===== src/rtl/program_memory_loadable_if.sv =====
// Fetch and program-load signals of program_memory_loadable, grouped as one bus.
// parity_err exists only when PMEM_PARITY_EN is defined.
interface program_memory_loadable_if #(
    parameter int INS_W  = 6,
    parameter int ADDR_W = 5
);
    logic [ADDR_W-1:0] addr;
    logic              rd_en;
    logic [INS_W-1:0]  ins_out;
    logic              ins_valid;
    logic              load_start;
    logic [INS_W-1:0]  load_data;
    // Load handshake: a word transfers on every rising edge where load_valid and
    // load_ready are both 1; load_last is only meaningful on such a beat, and the
    // source may change load_data freely while load_valid is low.
    logic              load_valid;
    logic              load_last;
    logic              load_ready;
    logic              load_done;
    logic              busy;
`ifdef PMEM_PARITY_EN
    logic              parity_err;
`endif

    modport master (
        output addr, rd_en, load_start, load_data, load_valid, load_last,
        input  ins_out, ins_valid, load_ready, load_done, busy
`ifdef PMEM_PARITY_EN
        , input parity_err
`endif
    );

    modport slave (
        input  addr, rd_en, load_start, load_data, load_valid, load_last,
        output ins_out, ins_valid, load_ready, load_done, busy
`ifdef PMEM_PARITY_EN
        , output parity_err
`endif
    );
endinterface


===== src/rtl/program_memory_loadable.sv =====
// Run-time loadable instruction memory: self-clears to FILL_WORD after reset, then
// serves 1-cycle registered fetches. Optional even parity per word: PMEM_PARITY_EN.
module program_memory_loadable #(
    parameter int               INS_W     = 6,
    parameter int               ADDR_W    = 5,
    parameter int               DEPTH     = 32,
    parameter logic [INS_W-1:0] FILL_WORD = '0
) (
    input  logic                  clk,
    input  logic                  rst,
    program_memory_loadable_if.slave bus,
    output logic [1:0]            dbg_state  // CLEAR=0, IDLE=1, LOAD=2, DONE=3
);
`ifdef PMEM_PARITY_EN
    localparam int MEM_W = INS_W + 1;
`else
    localparam int MEM_W = INS_W;
`endif
    localparam logic [ADDR_W-1:0] LAST_ADDR = ADDR_W'(DEPTH - 1);

    typedef enum logic [1:0] {
        S_CLEAR = 2'd0,
        S_IDLE  = 2'd1,
        S_LOAD  = 2'd2,
        S_DONE  = 2'd3
    } state_t;

    state_t            state_q, state_d;
    logic [ADDR_W-1:0] ptr_q, ptr_d;
    logic [INS_W-1:0]  ins_out_q, ins_out_d;
    logic              ins_valid_q, ins_valid_d;
    logic              load_ready_q, load_ready_d;
    logic              load_done_q, load_done_d;
    logic              busy_q, busy_d;
    logic              parity_err_q, parity_err_d;

    logic [MEM_W-1:0]  mem_q [DEPTH];
    logic              mem_we;
    logic [INS_W-1:0]  wr_word;
    logic [MEM_W-1:0]  mem_wdata;
    logic [MEM_W-1:0]  rd_word;
    logic              in_range;

`ifdef PMEM_PARITY_EN
    assign mem_wdata = {^wr_word, wr_word};
`else
    assign mem_wdata = wr_word;
`endif
    assign in_range = (bus.addr <= LAST_ADDR);
    assign rd_word  = mem_q[bus.addr];

    always_comb begin
        state_d      = state_q;
        ptr_d        = ptr_q;
        ins_out_d    = ins_out_q;
        ins_valid_d  = 1'b0;
        load_ready_d = load_ready_q;
        load_done_d  = 1'b0;
        busy_d       = busy_q;
        parity_err_d = 1'b0;
        mem_we       = 1'b0;
        wr_word      = FILL_WORD;
        case (state_q)
            S_CLEAR: begin
                mem_we = 1'b1;
                if (ptr_q == LAST_ADDR) begin
                    state_d = S_IDLE;
                    ptr_d   = '0;
                    busy_d  = 1'b0;
                end else begin
                    ptr_d = ptr_q + 1'b1;
                end
            end
            S_IDLE: begin
                // A load request pre-empts a fetch issued in the same cycle.
                if (bus.load_start) begin
                    state_d      = S_LOAD;
                    ptr_d        = '0;
                    load_ready_d = 1'b1;
                    busy_d       = 1'b1;
                end else if (bus.rd_en) begin
                    ins_valid_d  = 1'b1;
                    ins_out_d    = in_range ? rd_word[INS_W-1:0] : FILL_WORD;
                    parity_err_d = in_range && (^rd_word);
                end
            end
            S_LOAD: begin
                if (bus.load_valid && load_ready_q) begin
                    mem_we  = 1'b1;
                    wr_word = bus.load_data;
                    if (bus.load_last || ptr_q == LAST_ADDR) begin
                        state_d      = S_DONE;
                        load_ready_d = 1'b0;
                        load_done_d  = 1'b1;
                        busy_d       = 1'b0;
                    end else begin
                        ptr_d = ptr_q + 1'b1;
                    end
                end
            end
            S_DONE: begin
                state_d = S_IDLE;
            end
            default: begin
                state_d = S_CLEAR;
                ptr_d   = '0;
                busy_d  = 1'b1;
            end
        endcase
    end

    always_ff @(posedge clk) begin
        if (rst) begin
            state_q      <= S_CLEAR;
            ptr_q        <= '0;
            ins_out_q    <= '0;
            ins_valid_q  <= 1'b0;
            load_ready_q <= 1'b0;
            load_done_q  <= 1'b0;
            busy_q       <= 1'b1;
            parity_err_q <= 1'b0;
        end else begin
            state_q      <= state_d;
            ptr_q        <= ptr_d;
            ins_out_q    <= ins_out_d;
            ins_valid_q  <= ins_valid_d;
            load_ready_q <= load_ready_d;
            load_done_q  <= load_done_d;
            busy_q       <= busy_d;
            parity_err_q <= parity_err_d;
        end
    end

    // Storage has no reset; the CLEAR sweep initialises it instead.
    always_ff @(posedge clk) begin
        if (mem_we && !rst) begin
            mem_q[ptr_q] <= mem_wdata;
        end
    end

    assign bus.ins_out    = ins_out_q;
    assign bus.ins_valid  = ins_valid_q;
    assign bus.load_ready = load_ready_q;
    assign bus.load_done  = load_done_q;
    assign bus.busy       = busy_q;
    assign dbg_state      = state_q;
`ifdef PMEM_PARITY_EN
    assign bus.parity_err = parity_err_q;
`else
    logic unused_parity;
    assign unused_parity = parity_err_q;
`endif
endmodule

===== src/flat_wrapper.sv =====
// flat-port wrapper written by rule: the top's interface ports become plain ports
module program_memory_loadable_flat 
#(
    parameter int               INS_W     = 6,
    parameter int               ADDR_W    = 5,
    parameter int               DEPTH     = 32,
    parameter logic [INS_W-1:0] FILL_WORD = '0
)
  (clk, rst, dbg_state, bus_addr, bus_rd_en, bus_load_start, bus_load_data, bus_load_valid, bus_load_last, bus_ins_out, bus_ins_valid, bus_load_ready, bus_load_done, bus_busy);
  program_memory_loadable_if #(.INS_W(INS_W), .ADDR_W(ADDR_W)) bus_i ();
  input  logic clk;
  input  logic rst;
  output logic [1:0] dbg_state;
  input wire logic [$bits(bus_i.addr)-1:0] bus_addr;
  input wire logic [$bits(bus_i.rd_en)-1:0] bus_rd_en;
  input wire logic [$bits(bus_i.load_start)-1:0] bus_load_start;
  input wire logic [$bits(bus_i.load_data)-1:0] bus_load_data;
  input wire logic [$bits(bus_i.load_valid)-1:0] bus_load_valid;
  input wire logic [$bits(bus_i.load_last)-1:0] bus_load_last;
  output wire logic [$bits(bus_i.ins_out)-1:0] bus_ins_out;
  output wire logic [$bits(bus_i.ins_valid)-1:0] bus_ins_valid;
  output wire logic [$bits(bus_i.load_ready)-1:0] bus_load_ready;
  output wire logic [$bits(bus_i.load_done)-1:0] bus_load_done;
  output wire logic [$bits(bus_i.busy)-1:0] bus_busy;
  assign bus_i.addr = bus_addr;
  assign bus_i.rd_en = bus_rd_en;
  assign bus_i.load_start = bus_load_start;
  assign bus_i.load_data = bus_load_data;
  assign bus_i.load_valid = bus_load_valid;
  assign bus_i.load_last = bus_load_last;
  assign bus_ins_out = bus_i.ins_out;
  assign bus_ins_valid = bus_i.ins_valid;
  assign bus_load_ready = bus_i.load_ready;
  assign bus_load_done = bus_i.load_done;
  assign bus_busy = bus_i.busy;
  program_memory_loadable #(.INS_W(INS_W), .ADDR_W(ADDR_W), .DEPTH(DEPTH), .FILL_WORD(FILL_WORD)) u_core (.clk(clk), .rst(rst), .bus(bus_i), .dbg_state(dbg_state));
endmodule

===== config.mk =====
export PLATFORM = sky130hd
export DESIGN_NAME = program_memory_loadable_flat
export DESIGN_NICKNAME = d
export VERILOG_FILES = /design/src/rtl/program_memory_loadable_if.sv /design/src/rtl/program_memory_loadable.sv /design/src/flat_wrapper.sv
export SDC_FILE = /design/constraint.sdc
export NUM_CORES = 1
export LEC_CHECK = 0
export CAP_MARGIN = 10
export CORE_MARGIN = 2
export CORE_UTILIZATION = 50
export CTS_BUF_LIST = sky130_fd_sc_hd__clkbuf_4 sky130_fd_sc_hd__clkbuf_8
export DETAILED_ROUTE_END_ITERATION = 10
export HOLD_SLACK_MARGIN = 0.1
export PLACE_DENSITY = 0.77
export SYNTH_ARGS = -nofsm -noshare
export SYNTH_HDL_FRONTEND = slang
export SYNTH_SLANG_ARGS = --single-unit

===== constraint.sdc =====
create_clock -name clk -period 2.2 [get_ports clk]
set_clock_uncertainty 0.1 [all_clocks]
set_input_delay 0.44 -clock clk [delete_from_list [all_inputs] [get_ports clk]]
set_output_delay 0.44 -clock clk [all_outputs]
set_load 0.03 [all_outputs]

==> impl_metrics.toml <==
[cells_and_area]
fill_cells = 1262
drive_gt1_share_pct = 23.5
fin_cells = 898
final_cell_area_sq_mm = 0.0104
layout_common_cells = "edfxtp_1 (192), mux2i_1 (99), buf_4 (56), a22oi_1 (44)"
layout_commonest_cell = "edfxtp_1"
area_growth_syn_to_layout_pct = 21.0
final_util_pct = 61.2
nets = 677
n_antenna_cell = 0

[routing]
drt_iter0_markers = 534
num_vias = 5136
firstDrtPassIters = 5
routed_wl_microns = 19000
drt-wirelength-per-cell_microns = 21.2
postRouteAntennaNets = 0
drc_errors = 0
viasPerCell = 5.72

[cts]
clk_pin_slew_ns = 0.06
root_buffer = "clkbuf_8"
numCtsBuffers = 34
cts_tree = "done"
cts_buffer_depth = 3
cts_num_sinks = 209
htreeDepth = 2
post_cts_buffers = 0
clk_latency_ns = 0.51

[place]
numPlacedInstances = 838
place_hpwl_microns = 12300
port-buffer-count = 28
pre_cts_ws_ns = -0.419
placed_cell_area_sq_mm = 0.00970
gp_congestion = 0.860

[timing]
fin_ws_ns = 0.0186
hold_violations = 0
period_share_pct = 99.2
relSlewSlack_pct = 59.9
period_minus_slack_ns = 2.18
worst_pin_slew_ns = 0.600
setup_viol = 0
final_max_slew_viol_count = 0
clock.fmax_mhz = 458
rsz0062_at_grt = "yes"

[worst_setup_path]
crit_buf_inv = 1
cp_num_cells = 1
path_cells = "clkdlybuf4s50_1"
endpoint = "bus_ins_out[1]"
criticalPathCategory = "flip-flop to output port"
rrSetupSlack_ns = 0.10
crit_slowest_cell = "clkdlybuf4s50_1"
cp-startpoint = "u_core.bus.ins_out[1]"
worstPathArrival_ns = 1.64
path_max_fanout = 2
worstReg2RegStart = "u_core.ptr_q[0]"
worst-r2r-cell-count = 8
crit_family = "buffers and inverters"
critPathMaxStageDelay_ns = 0.72
reg2reg_to = "u_core.ptr_q[4]"
cp-start-kind = "flip-flop"
critPathRequiredTime_ns = 1.66
crit_path_end_kind = "output port"

[synthesis]
synth_largest_area_cell = "edfxtp_1"
syn-instance-count = 544
ys_types = 42
syn_area_sq_mm = 0.00862
synth_edf_count = 192
ys_seq_area_share_pct = 70.8
synth_flop_cell = "edfxtp_1"
netlist.area_leader.share_pct = 66.9
async_flop_share_pct = 0
synthTopCellsByArea = "edfxtp_1 (67%), mux2i_1 (11%), dfxtp_1 (3.9%), a22oi_1 (3.8%), nor2_1 (2.0%)"
avgSynthCellArea_sq_um = 15.8
ys_ff_latch = 209
synth_nets = 571
ys_warn_count = 0

[pwr]
p_per_area_mw_per_mm2 = 850
ir_drop_mv = 0.848
p_leak_uw = 0.00362
total_power_uw = 8860

[global_route]
grt_pass1_vias = 5216
grt_max_degree = 33
grt_util_all_layers_pct = 21.4
grt_overflow = 0
antenna_found_initial = 0
grt_pass1_wl_microns = 29000

[die]
fp.dieH_microns = 135
ios = 29
die_w_microns = 135
start_util_pct = 50.6
dieArea_sq_mm = 0.0183
rows = 48
core-area_sq_mm = 0.0171

[status]
status = "completed"

[worst_hold_path]
min_path_type = "flip-flop to flip-flop"

[run]
cap_violations = 0
[state kept, by name, indices dropped and copies added (netlist names)]
| name | cells |
|---|---|
| u_core.bus.busy | 1 |
| u_core.bus.ins_out | 6 |
| u_core.bus.ins_valid | 1 |
| u_core.bus.load_done | 1 |
| u_core.bus.load_ready | 1 |
| u_core.dbg_state | 2 |
| u_core.mem_q | 192 |
| u_core.ptr_q | 5 |
[worst min path at each step]
stage | startpoint | to | slack (ns) | cells after the start
2_1_floorplan | u_core.ptr_q[1] | u_core.ptr_q[1] | 0.39 | 2
3_3_place_gp | u_core.dbg_state[1] | u_core.dbg_state[1] | 0.42 | 2
3_5_place_dp | u_core.dbg_state[1] | u_core.dbg_state[1] | 0.44 | 2
4_1_cts | u_core.dbg_state[1] | u_core.dbg_state[1] | 0.47 | 2
5_1_grt | u_core.bus.ins_out[0] | u_core.bus.ins_out[0] | 0.51 | 2
6_report | u_core.dbg_state[1] | u_core.dbg_state[1] | 0.46 | 2
[timing repair]
item | 4_1_cts | 5_1_grt
hold buffers | 0 | 0
pin swaps | 0 | 2
gates cloned | 0 | 1
setup endpoints to repair | 1 | 199
resized for setup | 1 | 15
[through the flow]
stage | setup TNS [ns] | hold WS [ns]
finish | 0 | 0.458
global route | -0.0367 | 0.511
CTS | 0 | 0.471
detailed placement | -34.44 | 0.441
global placement | -29.86 | 0.422
floorplan | -9.74 | 0.387
[metal layers]
layer,vias up,track usage [%],wire length [microns]
met5,-,0,0
met4,0,8.74,574
met3,43,5.13,1510
met2,232,34.3,9050
met1,2535,28.4,7910
li1,2326,-,-
[logic make-up after synthesis]
family / after synthesis / share of synthesized area (%)
adders and majority gates: 10 / 1.45
DFF: 209 / 70.8
AOI/OAI and AO/OA: 93 / 7.92
and+or+nand+nor: 96 / 5.56
muxes: 100 / 11.6
buffers and inverters: 36 / 2.63
[cells in the mapped netlist (2+ instances only)]
library cell	instances
a211oi_2	6
a21o_1	2
a21oi_1	28
a22oi_1	44
a22oi_2	4
and2_1	8
and3_1	4
buf_1	2
buf_2	3
buf_4	4
buf_6	3
buf_8	3
clkbuf_1	12
dfxtp_1	17
edfxtp_1	192
ha_1	10
inv_1	7
mux2i_1	99
nand2_1	8
nand2b_1	4
nand3_1	2
nand3b_1	4
nor2_1	47
nor2b_1	5
nor4_1	2
o21ai_1	2
or3b_2	2
or4_1	6
[power breakdown]
group / switching [uW] / internal [uW] / total (uW)
clock: 1450 / 1850 / 3290
sequential: 72.9 / 4440 / 4510
combinational: 587 / 471 / 1060
[worst min-delay path, cell delays in order, from the launching register on]
cell and delay (ns):
dfxtp_2 0.36, mux2i_1 0.09, nor2_1 0.08
[area by class of cell]
cell class,count,area [sq um],share of cell area (%)
flip-flops and latches,209,6110,58.5
multi-input cells,299,2370,22.7
clock inverters,9,68.8,0.660
well taps,225,282,2.70
clock buffers,50,594,5.70
inverters,8,30.0,0.288
repair buffers,98,980,9.39
Power figures use the tool's default switching activity.
